===== src/rtl/debug_trace_ctrl_if.sv =====
// Snapshot capture and trace readout channels of debug_trace_ctrl.
// The slave side is the trace controller; the master side is the pipeline debug port plus reader.
interface debug_trace_ctrl_if;
    logic        snap_valid;
    logic [31:0] snap_data;
    logic        rd_ready;
    logic        rd_valid;
    logic [31:0] rd_data;

    modport master (
        output snap_valid,
        output snap_data,
        output rd_ready,
        input  rd_valid,
        input  rd_data
    );

    modport slave (
        input  snap_valid,
        input  snap_data,
        input  rd_ready,
        output rd_valid,
        output rd_data
    );
endinterface


===== src/rtl/debug_trace_ctrl.sv =====
// Trigger-based circular trace buffer with post-trigger capture and oldest-first readout; optional halt via DEBUG_TRACE_HALT_EN.
// Latency: a captured word is readable one cycle after the write that completes capture (state DONE).
// Backpressure: readout holds rd_data until rd_ready; capture never stalls, and overwrites the oldest entry when full.
module debug_trace_ctrl #(
    parameter int DEPTH = 16,
    parameter int AW    = $clog2(DEPTH)
) (
    input  logic              clk,
    input  logic              rst_n,
    input  logic              arm,
    input  logic [31:0]       trig_value,
    input  logic [31:0]       trig_mask,
    input  logic [AW-1:0]     post_count,
    debug_trace_ctrl_if.slave bus,
    output logic [1:0]        state_o,
    output logic [AW:0]       count_o,
    output logic              triggered_o,
    output logic              core_stall_o
);

    typedef enum logic [1:0] {
        IDLE  = 2'd0,
        ARMED = 2'd1,
        POST  = 2'd2,
        DONE  = 2'd3
    } state_t;

    localparam logic [AW:0]   CNT_FULL = (AW+1)'(DEPTH);
    localparam logic [AW:0]   CNT_ONE  = (AW+1)'(1);
    localparam logic [AW-1:0] PTR_ONE  = AW'(1);

    state_t          state_q, state_n;
    logic [AW-1:0]   wr_ptr_q, wr_ptr_n;
    logic [AW-1:0]   rd_ptr_q, rd_ptr_n;
    logic [AW:0]     count_q, count_n;
    logic [AW-1:0]   remaining_q, remaining_n;
    logic            wr_en;
    logic            hit;
    logic            rd_valid_int;
    logic [31:0]     mem [DEPTH];

    assign hit          = bus.snap_valid && (((bus.snap_data ^ trig_value) & trig_mask) == 32'd0);
    assign rd_valid_int = (state_q == DONE) && (count_q != '0);

    always_comb begin
        state_n     = state_q;
        wr_ptr_n    = wr_ptr_q;
        rd_ptr_n    = rd_ptr_q;
        count_n     = count_q;
        remaining_n = remaining_q;
        wr_en       = 1'b0;

        // arm restarts from any state and wins over a same-cycle write or read
        if (arm) begin
            state_n     = ARMED;
            wr_ptr_n    = '0;
            count_n     = '0;
            remaining_n = '0;
        end else begin
            case (state_q)
                IDLE: ;
                ARMED: begin
                    if (bus.snap_valid) begin
                        wr_en    = 1'b1;
                        wr_ptr_n = wr_ptr_q + PTR_ONE;
                        count_n  = (count_q == CNT_FULL) ? count_q : count_q + CNT_ONE;
                        if (hit) begin
                            remaining_n = post_count;
                            state_n     = (post_count == '0) ? DONE : POST;
                        end
                    end
                end
                POST: begin
                    if (bus.snap_valid) begin
                        wr_en       = 1'b1;
                        wr_ptr_n    = wr_ptr_q + PTR_ONE;
                        count_n     = (count_q == CNT_FULL) ? count_q : count_q + CNT_ONE;
                        remaining_n = remaining_q - PTR_ONE;
                        if (remaining_q == PTR_ONE) begin
                            state_n = DONE;
                        end
                    end
                end
                DONE: begin
                    if (rd_valid_int && bus.rd_ready) begin
                        rd_ptr_n = rd_ptr_q + PTR_ONE;
                        count_n  = count_q - CNT_ONE;
                        if (count_q == CNT_ONE) begin
                            state_n = IDLE;
                        end
                    end
                end
                default: state_n = IDLE;
            endcase

            // A full buffer truncates count to zero here, which correctly lands on wr_ptr
            if (state_n == DONE && state_q != DONE) begin
                rd_ptr_n = wr_ptr_n - count_n[AW-1:0];
            end
        end
    end

    always_ff @(posedge clk or negedge rst_n) begin
        if (!rst_n) begin
            state_q     <= IDLE;
            wr_ptr_q    <= '0;
            rd_ptr_q    <= '0;
            count_q     <= '0;
            remaining_q <= '0;
        end else begin
            state_q     <= state_n;
            wr_ptr_q    <= wr_ptr_n;
            rd_ptr_q    <= rd_ptr_n;
            count_q     <= count_n;
            remaining_q <= remaining_n;
        end
    end

    always_ff @(posedge clk) begin
        if (wr_en) begin
            mem[wr_ptr_q] <= bus.snap_data;
        end
    end

    assign bus.rd_valid = rd_valid_int;
    assign bus.rd_data  = mem[rd_ptr_q];
    assign state_o      = state_q;
    assign count_o      = count_q;
    assign triggered_o  = (state_q == POST) || (state_q == DONE);

`ifdef DEBUG_TRACE_HALT_EN
    assign core_stall_o = (state_q == DONE);
`else
    assign core_stall_o = 1'b0;
`endif

endmodule

===== src/flat_wrapper.sv =====
// flat-port wrapper written by rule: the top's interface ports become plain ports
module debug_trace_ctrl_flat 
#(
    parameter int DEPTH = 16,
    parameter int AW    = $clog2(DEPTH)
)
  (clk, rst_n, arm, trig_value, trig_mask, post_count, state_o, count_o, triggered_o, core_stall_o, bus_snap_valid, bus_snap_data, bus_rd_ready, bus_rd_valid, bus_rd_data);
  debug_trace_ctrl_if bus_i ();
  input  logic clk;
  input  logic rst_n;
  input  logic arm;
  input  logic [31:0] trig_value;
  input  logic [31:0] trig_mask;
  input  logic [AW-1:0] post_count;
  output logic [1:0] state_o;
  output logic [AW:0] count_o;
  output logic triggered_o;
  output logic core_stall_o;
  input wire logic [$bits(bus_i.snap_valid)-1:0] bus_snap_valid;
  input wire logic [$bits(bus_i.snap_data)-1:0] bus_snap_data;
  input wire logic [$bits(bus_i.rd_ready)-1:0] bus_rd_ready;
  output wire logic [$bits(bus_i.rd_valid)-1:0] bus_rd_valid;
  output wire logic [$bits(bus_i.rd_data)-1:0] bus_rd_data;
  assign bus_i.snap_valid = bus_snap_valid;
  assign bus_i.snap_data = bus_snap_data;
  assign bus_i.rd_ready = bus_rd_ready;
  assign bus_rd_valid = bus_i.rd_valid;
  assign bus_rd_data = bus_i.rd_data;
  debug_trace_ctrl #(.DEPTH(DEPTH), .AW(AW)) u_core (.clk(clk), .rst_n(rst_n), .arm(arm), .trig_value(trig_value), .trig_mask(trig_mask), .post_count(post_count), .bus(bus_i), .state_o(state_o), .count_o(count_o), .triggered_o(triggered_o), .core_stall_o(core_stall_o));
endmodule

===== config.mk =====
export PLATFORM = sky130hd
export DESIGN_NAME = debug_trace_ctrl_flat
export DESIGN_NICKNAME = d
export VERILOG_FILES = /design/src/rtl/debug_trace_ctrl_if.sv /design/src/rtl/debug_trace_ctrl.sv /design/src/flat_wrapper.sv
export SDC_FILE = /design/constraint.sdc
export NUM_CORES = 1
export LEC_CHECK = 0
export CAP_MARGIN = 20
export CORE_ASPECT_RATIO = 0.8
export CORE_MARGIN = 2
export CORE_UTILIZATION = 53
export DETAILED_ROUTE_END_ITERATION = 8
export PLACE_DENSITY = 0.88
export SLEW_MARGIN = 0
export SYNTH_ARGS = -nofsm -noshare
export SYNTH_HDL_FRONTEND = slang
export SYNTH_SLANG_ARGS = --single-unit

===== constraint.sdc =====
create_clock -name clk -period 3 [get_ports clk]
set_input_delay 0.75 -clock clk [delete_from_list [all_inputs] [get_ports clk]]
set_output_delay 0.75 -clock clk [all_outputs]
set_load 0.05 [all_outputs]

# Word-level counts from Yosys, hierarchy flattened
# Memory sizes are Yosys's and may differ from the RTL's.
# Cells that the tools add are included.
dict set report op_classes {
  n_reduce_logical 16
  mux 33
  eq_ne 14
  bitwise 3
  n_addsub 6
}
# op n
set op_table {}
lappend op_table {{2-to-1 mux 4 bit} 11}
lappend op_table {{bitwise AND 32 bit} 1}
lappend op_table {{zero test 32 bit} 1}
lappend op_table {{bitwise XOR 32 bit} 1}
lappend op_table {{2-to-1 mux 5 bit} 5}
lappend op_table {{2-to-1 mux 2 bit} 8}
lappend op_table {{inequality test 3 bit (second input constant)} 4}
lappend op_table {{case mux 5 bit (2 select lines)} 1}
lappend op_table {{adder 4 x 1 -> 4 bit (second input constant)} 2}
lappend op_table {{case mux 4 bit (2 select lines)} 1}
lappend op_table {{AND reduction 4 bit} 2}
lappend op_table {{equality test 2 bit (second input constant)} 3}
lappend op_table {{2-to-1 mux 1 bit} 6}
lappend op_table {{case mux 2 bit (3 select lines)} 1}
lappend op_table {{nonzero test 3 bit} 2}
lappend op_table {{adder 5 x 1 -> 5 bit (second input constant)} 1}
lappend op_table {{equality test 5 x 1 -> 1 bit (second input constant)} 1}
lappend op_table {{equality test 5 bit (second input constant)} 1}
lappend op_table {{nonzero test 5 bit} 1}
lappend op_table {{subtractor 5 x 1 -> 5 bit (second input constant)} 1}
lappend op_table {{equality test 4 x 1 -> 1 bit (second input constant)} 1}
lappend op_table {{logical AND 1 bit} 4}
lappend op_table {{zero test 4 bit} 1}
lappend op_table {{nonzero test 2 bit} 2}
lappend op_table {{10 further kinds} 10}
dict set report totals {
  inputBits 105
  mem_bits_rw 512
  out_inout_bits 42
  n_memories 1
  register_bits 19
}
# memory depth width read_ports rd_ports_with_merged_regs write_ports line
set memory_table {}
lappend memory_table {u_core.mem 16 32 1 0 1 debug_trace_ctrl.sv:40} ;# logic [31:0] mem [DEPTH];

# Depth between registers and ports, before layout
# Gate-level depths: netlist of run 1.
dict set report logic_depth {
  depth_word 12
  mapped_depth 16
}

# Least setup slack after synthesis of run 1
# Ideal clock, no wire load.
dict set report synth_timing {
  path_kind {register to register}
  start {reg u_core.state_q[0], in the netlist u_core.state_o[0]}
  end {reg u_core.rd_ptr_q[3]}
  setup_ns 0.126
  t_required_ns 2.874
  stages_incl_launch_ff 16
  arrival_ns 4.590
  slack_ns -1.715
  n_path_buf 1
  path_cell_list {dfrtp_1 > ha_1 > clkbuf_1 > a21boi_0 > nand2_1 > a22oi_1 > nand2_1 > nand2_1 > and2_1 > ha_1 > a21o_1 > a21oi_1 > xor2_1 > xnor2_1 > nor2_1 > a221o_1}
}
dict set report synth_via {
  elab_chain_len 10
}
# element line
set synth_rtl {}
lappend synth_rtl {{start, declared} debug_trace_ctrl.sv:32} ;# state_t state_q, state_n;
lappend synth_rtl {{start signal, assigned} debug_trace_ctrl.sv:111} ;# state_q <= state_n;
lappend synth_rtl {{equality test 2 bit (*)} debug_trace_ctrl.sv:43} ;# assign rd_valid_int = (state_q == DONE) && (count_q != '0);
lappend synth_rtl {{logical AND 1 bit (*)} debug_trace_ctrl.sv:43}
lappend synth_rtl {{via bus_rd_valid} flat_wrapper.sv:22} ;# output wire logic [$bits(bus_i.rd_valid)-1:0] bus_rd_valid;
lappend synth_rtl {{logical AND 1 bit (*)} debug_trace_ctrl.sv:85} ;# if (rd_valid_int && bus.rd_ready) begin
lappend synth_rtl {{parallel branches: the longest is 7 deep, another holds subtractor 4 bit} n/a}
lappend synth_rtl {{end signal, assigned} debug_trace_ctrl.sv:113} ;# rd_ptr_q <= rd_ptr_n;
lappend synth_rtl {{end, declared} debug_trace_ctrl.sv:34} ;# logic [AW-1:0] rd_ptr_q, rd_ptr_n;
# Mark *: on every way through the listed nets, which the timed path passes. The select of a mux whose other input is x is not followed.
# A chain may end at the register's enable or synchronous reset.

# Worst setup path after layout of run 1
dict set report layout_timing {
  start {reg u_core.rd_ptr_q[0]}
  end {out bus_rd_data[21]}
}
dict set report layout_via {
  elab_chain_len 1
}
# element line
set layout_rtl {}
lappend layout_rtl {{memory (16 x 32 bit)} n/a}
lappend layout_rtl {{end, declared} flat_wrapper.sv:23} ;# output wire logic [$bits(bus_i.rd_data)-1:0] bus_rd_data;
# Every way passes these cells.

==> run metrics, run 1 <==
multi-input logic area just under 6000 um2; Top FF cell, synth edfxtp_1; global-route wire length before repair 83390 um; post-DP HPWL 33300 um; fin. max-slew vios 0; Routed Antenna Nets 0; f_max 298.7 MHz; relative slew slack 39.31%; CTS buffer count between 40 and 50; Cell Chain, Critical Path buf_12 > buf_16 > mux2i_1 > a221oi_1 > a22oi_1 > nand2_1 > buf_6; Seq/Total Area, Yosys about three quarters; CTS tree yes; Bufs and invs on worst path 3; grt ovf 0; initial antenna violation count 0; Clock H-tree levels 2; final setup margin -348.1 ps; post-layout min period roughly 3300 ps; initial core utilization between 50% and 60%; Mapped Nets around 1400; max incr delay on CP around 530 ps; CTS max path bufs 3; WP data arrival between 2000 and 3000 ps; Cell Area, Synth between 20000 and 25000 um2; kind of cell adding the most delay to the critical path compound AO/OA/AOI/OAI gates; Die ar. 42550 um2; Worst EP required 2250 ps; DRC viols 0; final WL about 60000 um; largest net degree at the start of global routing between 60 and 70; initial DRC count 1979; Slowest-stage cell, CP dfrtp_4; FILL cells approximately 2500; total area of sequential cells between 15000 and 20000 um2; Final #Nets ~1600; instance count of the mapped netlist around 1200; GPL Wtd Cong about 0.86; Post-synth EDFFs roughly 510; post-synthesis cell type count 57; max-cap violation count 0; clk sinks 531; FP Rows between 60 and 70; Final period util 111.6%; Critical Path Start Type flop; clk slew on worst S/H paths around 70 ps; Synth Warn # 0; Core ar. 40460 um2; worst skew pair latency around 590 ps; Peak VDD IR 0.6585 mV; PwrDens approximately 630 nW/um2; failing checks setup timing; ys async rst share 3.578%; synthesis-stage register bit count between 500 and 600; Slew @ Worst Pin 907.5 ps; dpl ws -803.5 ps; post-route setup TNS -8088 ps; crit-path max FO 26; drt wl/cell roughly 28 um; vias per cell 6.311; Pre-antenna DRT Iters 6; status finished with violations; Crit Path Class flop to output pin; Syn-to-layout area delta 25.73%; vias in the first global route 13310; Die X ~230 um; Fin. Hold Viols 0; total global-route track usage between 20% and 30%; RSZ-0062 raised after global routing true; Port Buf Inserts about 150; IO Count between 100 and 150; Setup Viol. Count Final 32; worst hold path type flop to flop; syn avg cell area between 15 and 20 um2; Antenna diodes 0; Die H around 180 um; root buffer cell clkbuf_16; Power, Total 17.06 mW; Hold Slack between 600 and 700 ps; Worst Setup End Kind output pin; Vias 13290; Final Skew 17.31 ps; Util after Layout 67.36%; P_leak roughly 9 nW; fraction of layout cells with a size suffix above 1 between 20% and 30%
## where the power goes
group	total [mW]	internal [mW]	switching, mW
combinational	2.82	1.20	1.63
sequential	8.25	8.21	0.0379
clock	5.99	3.29	2.70
total	17.1	12.7	4.37
## state kept, by name, summed over array words and instances, names as in the netlist
register,flops
u_core.count_o,5
u_core.mem,512
u_core.rd_ptr_q,4
u_core.remaining_q,4
u_core.state_o,2
u_core.wr_ptr_q,4
## stage by stage
stage,instances,area [um2]
5_1_grt,2105,27260
3_3_place_gp,1986,24950
4_1_cts,2089,26820
6_report,2105,27260
2_1_floorplan,1233,21760
3_5_place_dp,1986,24950
## logic make-up (layout without fill, tap and decap cells)
kind of cell / Yosys count / in the layout / synth area share (%)
flops: 531 / 531 / 73.12
compound gates: 229 / 229 / 6.903
mux: 193 / 193 / 12.78
simple gates: 143 / 143 / 2.984
buf+inv: 76 / 404 / 1.408
xor+xnor: 41 / 41 / 1.656
fa+ha+maj: 19 / 19 / 1.131
other cells: 1 / 1 / 0.01730
## area by class of cell
cell class                      count  share of cell area (%)
Sequential cell                   531                   58.20
Multi-Input combinational cell    626                   21.86
Timing Repair Buffer              301                   11.68
Clock buffer                       61                   4.664
Tap cell                          544                   2.497
Clock inverter                     28                  0.9043
Inverter                           14                  0.1928
## worst min-delay path, stage by stage, from the launching register on
cell	delay [ps]
dfrtp_1	410
o21ai_0	90
a21oi_1	70
## timing repair
action	CTS	global route
setup endpoints to repair	42	38
resized for setup	63	73
pin swaps	10	18
hold buffers	0	0
buffers inserted	12	11
gates cloned	2	5
## routing by layer
layer  track usage [%]  wire length (um)
met5                 0                 0
met4             10.35              2136
met3             4.618              5550
met2             45.43             29110
met1             35.43             21800
## path summary, 6_finish.rpt
check                                 startpoint               endpoint  slack (ps)  cells after the start
min in group asynchronous                  rst_n     u_core.wr_ptr_q[1]         680                      1
min                        u_core.remaining_q[2]  u_core.remaining_q[2]         610                      2
min reg2reg                u_core.remaining_q[2]  u_core.remaining_q[2]         610                      2
max                           u_core.rd_ptr_q[0]        bus_rd_data[21]        -350                      7
max reg2reg                    u_core.state_o[1]     u_core.rd_ptr_q[3]         110                     15
max in group asynchronous                  rst_n     u_core.rd_ptr_q[0]        1650                      1
## synth_stat cells (2+ instances only)
| master | number | area (um2) |
|---|---|---|
| edfxtp_1 | 512 | 15370 |
| mux2i_1 | 101 | 1011 |
| o21ai_0 | 74 | 370.4 |
| nand2_1 | 67 | 251.5 |
| mux4_2 | 64 | 1441 |
| a21oi_1 | 45 | 225.2 |
| a22oi_1 | 45 | 337.8 |
| clkbuf_1 | 39 | 146.4 |
| a221oi_1 | 36 | 315.3 |
| nor2_1 | 34 | 127.6 |
| xor2_1 | 34 | 297.8 |
| mux2_2 | 27 | 304.0 |
| dfrtp_1 | 19 | 475.5 |
| ha_1 | 18 | 225.2 |
| buf_2 | 13 | 65.06 |
| inv_1 | 13 | 48.80 |
| buf_1 | 9 | 33.78 |
| xnor2_1 | 7 | 61.31 |
| nor3_1 | 6 | 30.03 |
| or3_1 | 6 | 37.54 |
| nand3_1 | 5 | 25.02 |
| nor2b_1 | 5 | 31.28 |
| and2_1 | 4 | 25.02 |
| nand4_1 | 4 | 25.02 |
| o211ai_1 | 4 | 30.03 |
| a21o_1 | 3 | 22.52 |
| nor4_1 | 3 | 18.77 |
| a2111oi_0 | 2 | 17.52 |
| a21boi_0 | 2 | 15.01 |
| a22o_1 | 2 | 17.52 |
| a31oi_1 | 2 | 12.51 |
| o21a_1 | 2 | 15.01 |
| o21ba_2 | 2 | 20.02 |
## placed cells by master (no fill, tap or decap), types with 34 or more instances in the layout
cell type,instances
clkbuf_16,54
a22oi_1,36
buf_4,128
a21oi_1,40
mux2i_1,99
xor2_1,34
edfxtp_1,512
mux4_2,64
o21ai_0,38
clkdlybuf4s50_1,111
nand2_1,59
No activity file was read; power rests on OpenSTA's default activity.
==> run 2: changes to the inputs <==
--- a/config.mk
+++ b/config.mk
@@ -5,7 +5,6 @@
 export SDC_FILE = /design/constraint.sdc
 export NUM_CORES = 1
 export LEC_CHECK = 0
-export CAP_MARGIN = 20
 export CORE_ASPECT_RATIO = 0.8
 export CORE_MARGIN = 2
 export CORE_UTILIZATION = 53
==> results of run 2 <==
Final layout, timing and power as in run 1 (identical DEF).
